## config.mk

```make
export PLATFORM = sky130hd
export DESIGN_NAME = wr_req_arbiter
export DESIGN_NICKNAME = d
export VERILOG_FILES = /design/src/rtl/wr_req_arbiter.sv
export SDC_FILE = /design/constraint.sdc
export NUM_CORES = 1
export LEC_CHECK = 0
export CORE_ASPECT_RATIO = 1.4
export CORE_MARGIN = 10
export CORE_UTILIZATION = 63
export CTS_CLUSTER_SIZE = 20
export DETAILED_ROUTE_END_ITERATION = 6
export DONT_BUFFER_PORTS = 1
export HOLD_SLACK_MARGIN = 0.02
export PLACE_DENSITY_LB_ADDON = 0.25
export SYNTH_ARGS = -nofsm -noshare
export SYNTH_HDL_FRONTEND = slang
export SYNTH_SLANG_ARGS = --single-unit
```

## constraint.sdc

```tcl
create_clock -name i_clk -period 2.65 [get_ports i_clk]
set_input_delay 0.265 -clock i_clk [delete_from_list [all_inputs] [get_ports i_clk]]
set_output_delay 0.265 -clock i_clk [all_outputs]
set_load 0.01 [all_outputs]
```

## src/rtl/wr_req_arbiter.sv

```systemverilog
// -----------------------------------------------------------------------------
// wr_req_arbiter
//   Shares one crossbar slave write port between two masters (M0, M1).
//   Round-robin arbitration; the grant is held until the slave acks or the
//   transaction times out. Address/data/id are latched at grant and the
//   result (ack or err) is returned to the granted master only.
//
// Ports
//   i_clk, i_rst          clock, synchronous active-high reset
//   i_mX_req/addr/wdata   master X write request (level) and payload
//   o_mX_ack / o_mX_err   1-cycle result pulse to master X
//   o_s_req               request to slave, high for the whole BUSY state
//   o_s_addr/wdata/id     latched payload and granted master, 0 when idle
//   i_s_ack               slave accept, sampled only in BUSY
//   o_busy                high in BUSY or RELEASE
// All outputs are registered.
// -----------------------------------------------------------------------------
module wr_req_arbiter #(
   parameter int ADDR_W  = 32,
   parameter int DATA_W  = 32,
   parameter int TIMEOUT = 16
) (
   input  logic              i_clk,
   input  logic              i_rst,
   input  logic              i_m0_req,
   input  logic [ADDR_W-1:0] i_m0_addr,
   input  logic [DATA_W-1:0] i_m0_wdata,
   output logic              o_m0_ack,
   output logic              o_m0_err,
   input  logic              i_m1_req,
   input  logic [ADDR_W-1:0] i_m1_addr,
   input  logic [DATA_W-1:0] i_m1_wdata,
   output logic              o_m1_ack,
   output logic              o_m1_err,
   output logic              o_s_req,
   output logic [ADDR_W-1:0] o_s_addr,
   output logic [DATA_W-1:0] o_s_wdata,
   output logic              o_s_id,
   input  logic              i_s_ack,
   output logic              o_busy
);

   localparam int CNT_W = $clog2(TIMEOUT) + 1;
   localparam logic [CNT_W-1:0] CNT_LAST = CNT_W'(TIMEOUT - 1);

   typedef enum logic [1:0] {
      ST_IDLE    = 2'd0,
      ST_BUSY    = 2'd1,
      ST_RELEASE = 2'd2
   } state_t;

   state_t            state_q,  state_d;
   logic              rr_q,     rr_d;      // master favoured on contention
   logic [CNT_W-1:0]  cnt_q,    cnt_d;
   logic              s_req_q,  s_req_d;
   logic [ADDR_W-1:0] s_addr_q, s_addr_d;
   logic [DATA_W-1:0] s_wdata_q, s_wdata_d;
   logic              s_id_q,   s_id_d;
   logic              m0_ack_q, m0_ack_d;
   logic              m0_err_q, m0_err_d;
   logic              m1_ack_q, m1_ack_d;
   logic              m1_err_q, m1_err_d;
   logic              busy_q,   busy_d;
   logic              gnt;

   always_comb begin
      state_d   = state_q;
      rr_d      = rr_q;
      cnt_d     = cnt_q;
      s_req_d   = s_req_q;
      s_addr_d  = s_addr_q;
      s_wdata_d = s_wdata_q;
      s_id_d    = s_id_q;
      m0_ack_d  = 1'b0;
      m0_err_d  = 1'b0;
      m1_ack_d  = 1'b0;
      m1_err_d  = 1'b0;
      busy_d    = busy_q;
      gnt       = 1'b0;

      case (state_q)
         ST_IDLE: begin
            if (i_m0_req || i_m1_req) begin
               // Sole requester wins; on contention the rr pointer decides.
               gnt       = (i_m0_req && i_m1_req) ? rr_q : i_m1_req;
               s_id_d    = gnt;
               s_addr_d  = gnt ? i_m1_addr  : i_m0_addr;
               s_wdata_d = gnt ? i_m1_wdata : i_m0_wdata;
               s_req_d   = 1'b1;
               cnt_d     = '0;
               busy_d    = 1'b1;
               state_d   = ST_BUSY;
            end
         end

         ST_BUSY: begin
            if (i_s_ack || (cnt_q == CNT_LAST)) begin
               // Ack has priority over a coinciding timeout.
               if (i_s_ack) begin
                  m0_ack_d = ~s_id_q;
                  m1_ack_d =  s_id_q;
               end else begin
                  m0_err_d = ~s_id_q;
                  m1_err_d =  s_id_q;
               end
               rr_d      = ~s_id_q;
               s_req_d   = 1'b0;
               s_addr_d  = '0;
               s_wdata_d = '0;
               s_id_d    = 1'b0;
               state_d   = ST_RELEASE;
            end else if (cnt_q != '1) begin
               cnt_d = cnt_q + 1'b1;
            end
         end

         ST_RELEASE: begin
            // Requests ignored here so the finished master can retire its req.
            busy_d  = 1'b0;
            state_d = ST_IDLE;
         end

         default: begin
            state_d = ST_IDLE;
            busy_d  = 1'b0;
         end
      endcase
   end

   always_ff @(posedge i_clk) begin
      if (i_rst) begin
         state_q   <= ST_IDLE;
         rr_q      <= 1'b0;
         cnt_q     <= '0;
         s_req_q   <= 1'b0;
         s_addr_q  <= '0;
         s_wdata_q <= '0;
         s_id_q    <= 1'b0;
         m0_ack_q  <= 1'b0;
         m0_err_q  <= 1'b0;
         m1_ack_q  <= 1'b0;
         m1_err_q  <= 1'b0;
         busy_q    <= 1'b0;
      end else begin
         state_q   <= state_d;
         rr_q      <= rr_d;
         cnt_q     <= cnt_d;
         s_req_q   <= s_req_d;
         s_addr_q  <= s_addr_d;
         s_wdata_q <= s_wdata_d;
         s_id_q    <= s_id_d;
         m0_ack_q  <= m0_ack_d;
         m0_err_q  <= m0_err_d;
         m1_ack_q  <= m1_ack_d;
         m1_err_q  <= m1_err_d;
         busy_q    <= busy_d;
      end
   end

   assign o_s_req   = s_req_q;
   assign o_s_addr  = s_addr_q;
   assign o_s_wdata = s_wdata_q;
   assign o_s_id    = s_id_q;
   assign o_m0_ack  = m0_ack_q;
   assign o_m0_err  = m0_err_q;
   assign o_m1_ack  = m1_ack_q;
   assign o_m1_err  = m1_err_q;
   assign o_busy    = busy_q;

endmodule

```

==> results of run 1 <==
==> Yosys cell counts (3+ instances only) <==
cell,count
buf_6,13
and3_1,3
ha_1,3
o32ai_2,50
o211ai_1,4
nor2_1,4
a21oi_1,131
nand2b_1,4
buf_2,6
nor4b_1,3
dfxtp_1,79
clkbuf_1,23
o32ai_1,14
inv_1,71
==> cells in the final DEF, fill, tap and decap left out, types with 2 or more instances in the layout <==
master,netlist,final
a2bb2oi_1,2,2
and3_1,3,3
nor4b_1,3,3
dfxtp_1,79,79
buf_12,0,3
o21ai_0,2,2
o211ai_1,4,4
or2_2,2,2
dlygate4sd3_1,0,2
o32ai_2,50,50
nand2_1,2,2
bufinv_16,0,4
clkbuf_8,0,9
ha_1,3,3
a21oi_1,131,131
nor2_1,4,4
mux2i_1,2,2
nand2b_1,4,3
buf_4,2,3
inv_1,71,71
o32ai_1,14,14
nor3_1,2,2
==> sequential cells by signal, indices dropped and copies added, names as in the netlist <==
register,cells
rr_q,1
o_m1_ack,1
o_s_addr,32
cnt_q,5
o_busy,1
o_s_wdata,32
o_s_req,1
o_m0_ack,1
o_s_id,1
state_q,2
o_m1_err,1
o_m0_err,1
==> layout make-up <==
| type | instances | area, um^2 |
|---|---|---|
| clock buffers | 10 | 128 |
| clock inverters | 4 | 120 |
| fillers | 510 | 2010 |
| inverters | 71 | 267 |
| multi-input cells | 241 | 1960 |
| flip-flops and latches | 79 | 1580 |
| well taps | 72 | 90.1 |
| repair buffers | 8 | 103 |
==> metal layers <==
layer	vias to the layer above	wire, um	GRT usage, %	share of wire (%)
li1	1528	-	-	-
met1	1509	3970	22.3	34
met2	175	5990	36.7	51
met3	26	1450	9.48	12
met4	0	333	9.06	2.8
met5	-	0	0	0
==> per-stage QoR <==
step           hold WS, ns  util, %  std cells  setup WS [ns]  cell area, um^2
2_1_floorplan        0.334        -        436          0.759             4060
3_3_place_gp         0.337     63.6        469          0.685             3980
3_5_place_dp         0.345     63.6        469          0.613             3980
4_1_cts             0.0577     67.9        485          0.588             4240
5_1_grt             0.0758     67.9        485          0.462             4240
6_report            0.0724     67.9        485          0.572             4240
==> how the worst min path moves through the flow <==
stage                     to  slack, ns
finish              o_m1_ack       0.07
global route        o_m1_ack       0.08
CTS                 o_m1_ack       0.06
detailed placement    o_busy       0.34
global placement     o_s_req       0.34
floorplan             o_busy       0.33
==> worst reg2reg max path, cell delays in order, from the launching register on <==
cell	delay (ns)
dfxtp_1	0.34
ha_1	0.21
and3_1	0.20
ha_1	0.21
o31a_1	0.34
o31ai_1	0.36
a2bb2o_1	0.31
==> kinds of logic (layout without fill, tap and decap cells) <==
kind of cell / Yosys count / count (layout) / synth area share (%)
mux: 2 / 2 / 0.493
fa+ha+maj: 3 / 3 / 0.925
compound gates: 210 / 210 / 42.2
flops: 79 / 79 / 39.0
buf+inv: 116 / 93 / 13.5
simple gates: 26 / 26 / 3.94
==> power by group <==
part           total, uW  leakage [uW]  switching, uW  internal [uW]
Sequential          1430      0.000650            134           1290
Clock               1120      0.000122            413            711
Combinational        477      0.000695            269            208
Total               3030       0.00147            816           2210
==> results.sh, run 1 <==
export IMPL_max_freq_mhz=481
export IMPL_cpMostUsedCell="ha_1"
export IMPL_drive_above_1_share_pct=18.4
export IMPL_hp_start="i_s_ack"
export IMPL_die_area_um2=10100
export IMPL_fin_worst_skew_ns=0.00571
export IMPL_portBuffers=0
export IMPL_timing_rr_start="cnt_q[0]"
export IMPL_slowest_stage="o31ai_1"
export IMPL_tightest_slew_ns=0.641
export IMPL_ys_warn_count=0
export IMPL_worstPathMaxFanout=4
export IMPL_maxSlewViolCount=0
export IMPL_crit_type="flip-flop to flip-flop"
export IMPL_wl_um=11700
export IMPL_path_clk_slew_ns=0.07
export IMPL_cts_resized=0
export IMPL_via_per_inst=6.68
export IMPL_cp_endpoint="cnt_q[0]"
export IMPL_async_flop_share_pct=0
export IMPL_antenna_left=0
export IMPL_reg2reg_depth=6
export IMPL_r2r_end="cnt_q[0]"
export IMPL_die_y_um=115
export IMPL_ys_types=35
export IMPL_seq_area_frac_synth_pct=39.0
export IMPL_htree_levels=3
export IMPL_syn_area_um2=4060
export IMPL_synth_enable_flop_cells=0
export IMPL_cp_top_family="compound AO/OA/AOI/OAI gates"
export IMPL_nNetsFinal=546
export IMPL_p_leak_uw=0.00147
export IMPL_setup_worst_path_start="cnt_q[0]"
export IMPL_grt_start_max_net_pins=133
export IMPL_crit_required_ns=2.89
export IMPL_synth_nets=572
export IMPL_io_pins=204
export IMPL_finalCriticalPeriod_ns=2.08
export IMPL_rows=34
export IMPL_synth_top_cell_area_share_pct=39.0
export IMPL_grtUsageTotal_pct=21.5
export IMPL_clock_path_buffers=2
export IMPL_p_total_uw=3030
export IMPL_num_vias=3238
export IMPL_synth_cells=436
export IMPL_crit_chain="ha_1 -> and3_1 -> ha_1 -> o31a_1 -> o31ai_1 -> a2bb2o_1"
export IMPL_grt_pass1_wl_um=17400
export IMPL_drt_initial_drc_count=223
export IMPL_fp_dieW_um=87.8
export IMPL_hold_path_cell_count=1
export IMPL_drt_pass1_iter_count=4
export IMPL_path_buf_inv=0
export IMPL_cts_tree="done"
export IMPL_hold_viol_final=0
export IMPL_cts_sinks=79
export IMPL_clock_latency_ns=0.34
export IMPL_area_delta_synth_final_pct=4.53
export IMPL_core_area_um2=6250
export IMPL_crit_cells=6
export IMPL_wl_per_cell_um=24.2
export IMPL_root_buffer="clkbuf_8"
export IMPL_num_antenna_cells=0
export IMPL_cp_start_kind="flip-flop"
export IMPL_yosys_most_used_dff="dfxtp_1"
export IMPL_post_route_drc_count=0
export IMPL_r2r_slack_ns=0.57
export IMPL_rsz0062_at_grt="false"
export IMPL_hold_class="input pin to flip-flop"
export IMPL_holdBufCountCts=2
export IMPL_start_util_pct=64.9
export IMPL_antenna_found_initial=0
export IMPL_ys_ff_latch=79
export IMPL_fin_crit_sh_pct=78.4
export IMPL_grt_overflow=0
export IMPL_cts_setup_buffers=0
export IMPL_powerDensity_nw_per_um2=714
export IMPL_grt_pass1_vias=3280
export IMPL_peakVddDrop_mv=0.535
export IMPL_maxCapViolations=0
export IMPL_cts_inserted_buffers=9
export IMPL_ys_top_cells_by_area="dfxtp_1 39%, o32ai_2 20%, a21oi_1 16%"
export IMPL_status="completed"
export IMPL_dp_hpwl_um=8610
export IMPL_place_gp_congestion=0.896
export IMPL_syn_area_per_cell_um2=9.31
export IMPL_synth_top_cell_by_area="dfxtp_1"
export IMPL_setup_viol=0
export IMPL_slew_headroom_pct=57.3
export IMPL_endpoint_kind="flip-flop"
export IMPL_arrival_ns=2.31
export IMPL_tns_ns=0
export IMPL_slowest_delay_ns=0.36
(Power assumes the default switching activity.)
==> run 2: changes to the inputs <==
==> constraint.sdc (replaced) <==
create_clock -name i_clk -period 2.1 [get_ports i_clk]
set_input_delay 0.21 -clock i_clk [delete_from_list [all_inputs] [get_ports i_clk]]
set_output_delay 0.21 -clock i_clk [all_outputs]
set_load 0.01 [all_outputs]
==> run 2 against run 1 <==
Compared with the run above: routed wire length shrank 1.3%; cell count grew 1.6%; combinational power grew 28%; clock power is essentially flat; utilization grew 0.10 points; total power grew 17%; fmax grew 5.4%; register-to-register slack lost 0.44 ns; worst setup slack lost 0.44 ns; sequential cell count is the same; critical path depth is the same; largest power group unchanged.
==> results.sh, run 2 (synthesized netlist as in run 1, its figures left out) <==
export IMPL_maxSlewViolCount=0
export IMPL_io_pins=204
export IMPL_wl_per_cell_um=23.5
export IMPL_nNetsFinal=552
export IMPL_status="completed"
export IMPL_wl_um=11600
export IMPL_grtUsageTotal_pct=21.1
export IMPL_path_clk_slew_ns=0.08
export IMPL_num_vias=3262
export IMPL_clock_path_buffers=2
export IMPL_grt_pass1_vias=3237
export IMPL_hold_viol_final=0
export IMPL_p_leak_uw=0.00147
export IMPL_endpoint_kind="flip-flop"
export IMPL_rsz0062_at_grt="false"
export IMPL_via_per_inst=6.62
export IMPL_htree_levels=3
export IMPL_drt_pass1_iter_count=4
export IMPL_cts_setup_buffers=0
export IMPL_area_delta_synth_final_pct=4.68
export IMPL_fin_worst_skew_ns=0.00936
export IMPL_drt_initial_drc_count=200
export IMPL_fin_crit_sh_pct=93.9
export IMPL_crit_type="flip-flop to flip-flop"
export IMPL_post_route_drc_count=0
export IMPL_cts_tree="done"
export IMPL_finalCriticalPeriod_ns=1.97
export IMPL_holdWs_ns=0.0928
export IMPL_cts_inserted_buffers=9
export IMPL_mostFrequentLayoutCell="a21oi_1"
export IMPL_maxCapViolations=0
export IMPL_start_util_pct=64.9
export IMPL_crit_required_ns=2.34
export IMPL_dp_hpwl_um=8510
export IMPL_p_total_uw=3540
export IMPL_antenna_found_initial=0
export IMPL_die_y_um=115
export IMPL_peakVddDrop_mv=0.540
export IMPL_grt_pass1_wl_um=17200
export IMPL_grt_overflow=0
export IMPL_grt_start_max_net_pins=133
export IMPL_tightest_slew_ns=0.557
export IMPL_die_area_um2=10100
export IMPL_num_antenna_cells=0
export IMPL_powerDensity_nw_per_um2=832
export IMPL_rows=34
export IMPL_max_freq_mhz=507
export IMPL_cp_start_kind="flip-flop"
export IMPL_slew_headroom_pct=62.9
export IMPL_arrival_ns=2.21
export IMPL_fp_dieW_um=87.8
export IMPL_drive_above_1_share_pct=20.2
export IMPL_root_buffer="clkbuf_8"
export IMPL_worstPathMaxFanout=4
export IMPL_final_cell_mix="131 x a21oi_1, 79 x dfxtp_1, 71 x inv_1"
export IMPL_setup_viol=0
export IMPL_portBuffers=0
export IMPL_place_gp_congestion=0.822
export IMPL_core_area_um2=6250
export IMPL_fillers=500
export IMPL_antenna_left=0
export IMPL_clock_latency_ns=0.34
export IMPL_cts_sinks=79
export IMPL_hold_class="input pin to flip-flop"
export IMPL_tns_ns=0
[run 2: cell types whose count changed in the layout (fill, tap and decap cells not counted)]
cell | before | now
buf_4 | 3 | 7
buf_6 | 0 | 1
dlygate4sd3_1 | 2 | 3
clkinvlp_4 | 0 | 2
o31ai_1 | 1 | 0
clkbuf_8 | 9 | 10
bufinv_16 | 4 | 1
o31ai_2 | 0 | 1
clkbuf_1 | 1 | 0
clkinv_2 | 0 | 3
[run 2: path summary, 6_finish.rpt]
check | cells after the start | slack, ns | endpoint | from
max | 6 | 0.13 | cnt_q[0] | cnt_q[0]
min | 2 | 0.09 | o_s_wdata[15] | i_m0_wdata[15]
max reg2reg | 6 | 0.13 | cnt_q[0] | cnt_q[0]
min reg2reg | 2 | 0.51 | o_s_wdata[25] | o_s_wdata[25]
[run 2: metrics by stage]
step,instance area [um^2],worst slack [ns],std cells,util (%)
5_1_grt,4250,0.0412,493,68.0
2_1_floorplan,4060,0.209,436,-
3_3_place_gp,4010,0.190,474,64.2
3_5_place_dp,4010,0.114,474,64.2
6_report,4250,0.129,493,68.0
4_1_cts,4240,0.0843,493,67.8
[run 2: layout make-up]
type                            instances  area, um^2  area share [%]
Multi-Input combinational cell        241        1960            46.1
Sequential cell                        79        1580            37.2
Inverter                               71         267            6.27
Timing Repair Buffer                   14         154            3.62
Clock buffer                           10         138            3.24
Tap cell                               72        90.1            2.12
Clock inverter                          6        60.1            1.41
[run 2: metal layers]
| layer | GRT usage, % | share of wire [%] |
|---|---|---|
| met1 | 22.2 | 34 |
| met2 | 36.0 | 51 |
| met3 | 9.84 | 13 |
| met4 | 7.25 | 1.9 |
| met5 | 0 | 0 |
[run 2: worst max-delay path, cell delays in order, from the launching register on]
cell and delay [ns]:
dfxtp_1 0.34, ha_1 0.22, and3_1 0.20, ha_1 0.22, o31a_1 0.34, o31ai_2 0.24, a2bb2o_1 0.31
[run 2: power breakdown]
part,switching [uW],internal (uW)
clock network,548,575
logic,337,272
registers,171,1630
total,1060,2480
[run 2: what timing repair did]
item,4_1_cts,5_1_grt
hold buffers,3,0
endpoints found under the setup margin,0,5
resized for setup,0,2
endpoints found under the hold margin,9,0
==> run 3: changes to the inputs <==
--- a/config.mk
+++ b/config.mk
@@ -5,12 +5,14 @@
 export SDC_FILE = /design/constraint.sdc
 export NUM_CORES = 1
 export LEC_CHECK = 0
+export ABC_AREA = 1
 export CORE_ASPECT_RATIO = 1.4
 export CORE_MARGIN = 10
-export CORE_UTILIZATION = 63
+export CORE_UTILIZATION = 64
 export CTS_CLUSTER_SIZE = 20
 export DETAILED_ROUTE_END_ITERATION = 6
 export DONT_BUFFER_PORTS = 1
+export GPL_ROUTABILITY_DRIVEN = 0
 export HOLD_SLACK_MARGIN = 0.02
 export PLACE_DENSITY_LB_ADDON = 0.25
 export SYNTH_ARGS = -nofsm -noshare
==> run 3 against run 2 <==
Compared with the run above: die area rose by 4.0%; sequential power rose by 2%; count of clock-buffer cells in the layout rose by 1; critical path type unchanged; non-clock buffer count fell by 2; sequential cell count did not move; synthesized area rose by 6.7%.
==> results.sh, run 3 <==
export IMPL_status="completed"
export IMPL_grt_pass1_wl_um=18000
export IMPL_clock_latency_ns=0.34
export IMPL_grt_overflow=0
export IMPL_post_route_drc_count=0
export IMPL_tns_ns=0
export IMPL_ys_types=27
export IMPL_worstPathMaxFanout=62
export IMPL_cts_sinks=79
export IMPL_mostFrequentLayoutCell="nand2_1"
export IMPL_via_per_inst=5.48
export IMPL_synth_nets=782
export IMPL_drt_initial_drc_count=140
export IMPL_yosys_most_used_dff="dfxtp_1"
export IMPL_synth_enable_flop_cells=0
export IMPL_max_freq_mhz=549
export IMPL_fillers=581
export IMPL_path_clk_slew_ns=0.08
export IMPL_ys_warn_count=0
export IMPL_maxSlewViolCount=0
export IMPL_arrival_ns=2.09
export IMPL_drt_pass1_iter_count=4
export IMPL_async_flop_share_pct=0
export IMPL_area_delta_synth_final_pct=4.07
export IMPL_ys_ff_latch=79
export IMPL_htree_levels=3
export IMPL_final_cell_mix="147 x nand2_1, 143 x inv_1, 106 x nand3_1"
export IMPL_multi_input_area_um2=1960
export IMPL_setup_viol=0
export IMPL_seq_area_frac_synth_pct=36.5
export IMPL_grtUsageTotal_pct=20.9
export IMPL_synth_top_cell_area_share_pct=36.5
export IMPL_root_buffer="clkbuf_8"
export IMPL_cts_tree="done"
export IMPL_num_antenna_cells=0
export IMPL_fin_worst_skew_ns=0.0107
export IMPL_syn_area_um2=4330
export IMPL_p_clk_share_pct=27.6
export IMPL_p_switching_uw=1160
export IMPL_synth_cells=646
export IMPL_synth_top_cells_by_count="147 x nand2_1, 143 x inv_1, 106 x nand3_1"
export IMPL_die_y_um=117
export IMPL_rsz0062_at_grt="false"
export IMPL_comb_power_share_pct=20.7
export IMPL_wl_per_cell_um=16.0
export IMPL_wl_um=11200
export IMPL_tightest_slew_ns=0.315
export IMPL_rows=35
export IMPL_p_leak_uw=0.00228
export IMPL_hold_viol_final=0
export IMPL_pwr_share_seq_pct=51.7
export IMPL_core_area_um2=6570
export IMPL_hold_class="input pin to flip-flop"
export IMPL_num_vias=3853
export IMPL_fp_dieW_um=89.5
export IMPL_nNetsFinal=762
export IMPL_synth_top_cell_by_area="dfxtp_1"
export IMPL_p_int_uw=2410
export IMPL_synth_most_common_cell="nand2_1"
export IMPL_endpoint_kind="flip-flop"
export IMPL_grt_start_max_net_pins=73
export IMPL_cp_start_kind="flip-flop"
export IMPL_powerDensity_nw_per_um2=792
export IMPL_finalCriticalPeriod_ns=1.82
export IMPL_cts_setup_buffers=0
export IMPL_p_total_uw=3570
export IMPL_antenna_left=0
export IMPL_grt_pass1_vias=3839
export IMPL_portBuffers=0
export IMPL_ys_top_cells_by_area="dfxtp_1 37%, nand2_1 13%, inv_1 12%"
export IMPL_area_sequential_um2=1580
export IMPL_dp_hpwl_um=8450
export IMPL_slew_headroom_pct=79.0
export IMPL_crit_type="flip-flop to flip-flop"
export IMPL_io_pins=204
export IMPL_crit_required_ns=2.36
export IMPL_maxCapViolations=0
export IMPL_die_area_um2=10500
export IMPL_syn_area_per_cell_um2=6.71
export IMPL_peakVddDrop_mv=0.415
export IMPL_fin_crit_sh_pct=86.8
export IMPL_cts_inserted_buffers=9
export IMPL_antenna_found_initial=0
export IMPL_clock_path_buffers=2
export IMPL_switching_share_pct=32.6
export IMPL_start_util_pct=65.9
export IMPL_drive_above_1_share_pct=11.4
run 3: final cells by class:
type / instances / share of cell area [%]
clock buffers: 11 / 3.36
flip-flops and latches: 79 / 35.1
clock inverters: 3 / 0.444
inverters: 144 / 12.0
well taps: 74 / 2.05
multi-input cells: 380 / 43.4
repair buffers: 12 / 3.66
run 3: per-stage QoR:
step	hold WS, ns	cells	util (%)	cell area (um^2)	setup WS [ns]
floorplan	0.289	646	-	4330	0.468
CTS	0.0429	703	68.6	4510	0.271
global placement	0.288	686	65.3	4290	0.393
global route	0.0556	703	68.6	4510	0.0497
finish	0.0561	703	68.6	4510	0.277
detailed placement	0.292	686	65.3	4290	0.292
run 3: repair_timing:
action | 4_1_cts | 5_1_grt
endpoints found under the hold margin | 72 | 0
hold buffers | 3 | 0
resized for setup | 0 | 0
endpoints found under the setup margin | 0 | 0
run 3: cell families after synthesis:
family	Yosys count	synth area share, %
buffers and inverters	187	18.7
adders and majority gates	3	0.867
and+or+nand+nor	302	34.3
AOI/OAI and AO/OA	75	9.62
DFF	79	36.5
run 3: worst max-delay path: stages (launching register included):
cell,delay (ns)
dfxtp_1,0.39
ha_1,0.20
nand2_1,0.08
nor2_1,0.14
ha_1,0.17
inv_1,0.04
nand2_1,0.10
nand2_2,0.09
buf_12,0.19
nand2_1,0.13
nand2_1,0.08
a21oi_1,0.14
run 3: power groups by stage:
stage,clock network [uW],registers [uW],logic (uW)
after floorplan,0,1820,652
after global routing,1080,1860,841
after CTS,1010,1850,746
final,984,1840,740
after global placement,0,1880,691
after detailed placement,0,1880,715
run 3: path summary, 6_finish.rpt:
check	depth (start not counted)	slack, ns	startpoint	endpoint
setup / recovery	11	0.28	cnt_q[0]	cnt_q[1]
hold reg to reg	2	0.50	cnt_q[2]	cnt_q[2]
hold / removal	2	0.06	i_s_ack	o_m0_ack
setup reg to reg	11	0.28	cnt_q[0]	cnt_q[1]
run 3: per-layer routing:
metal	GRT usage (%)	part of all wire, %
met1	22.3	37
met2	35.0	50
met3	9.90	11
met4	6.29	2.2
met5	0	0
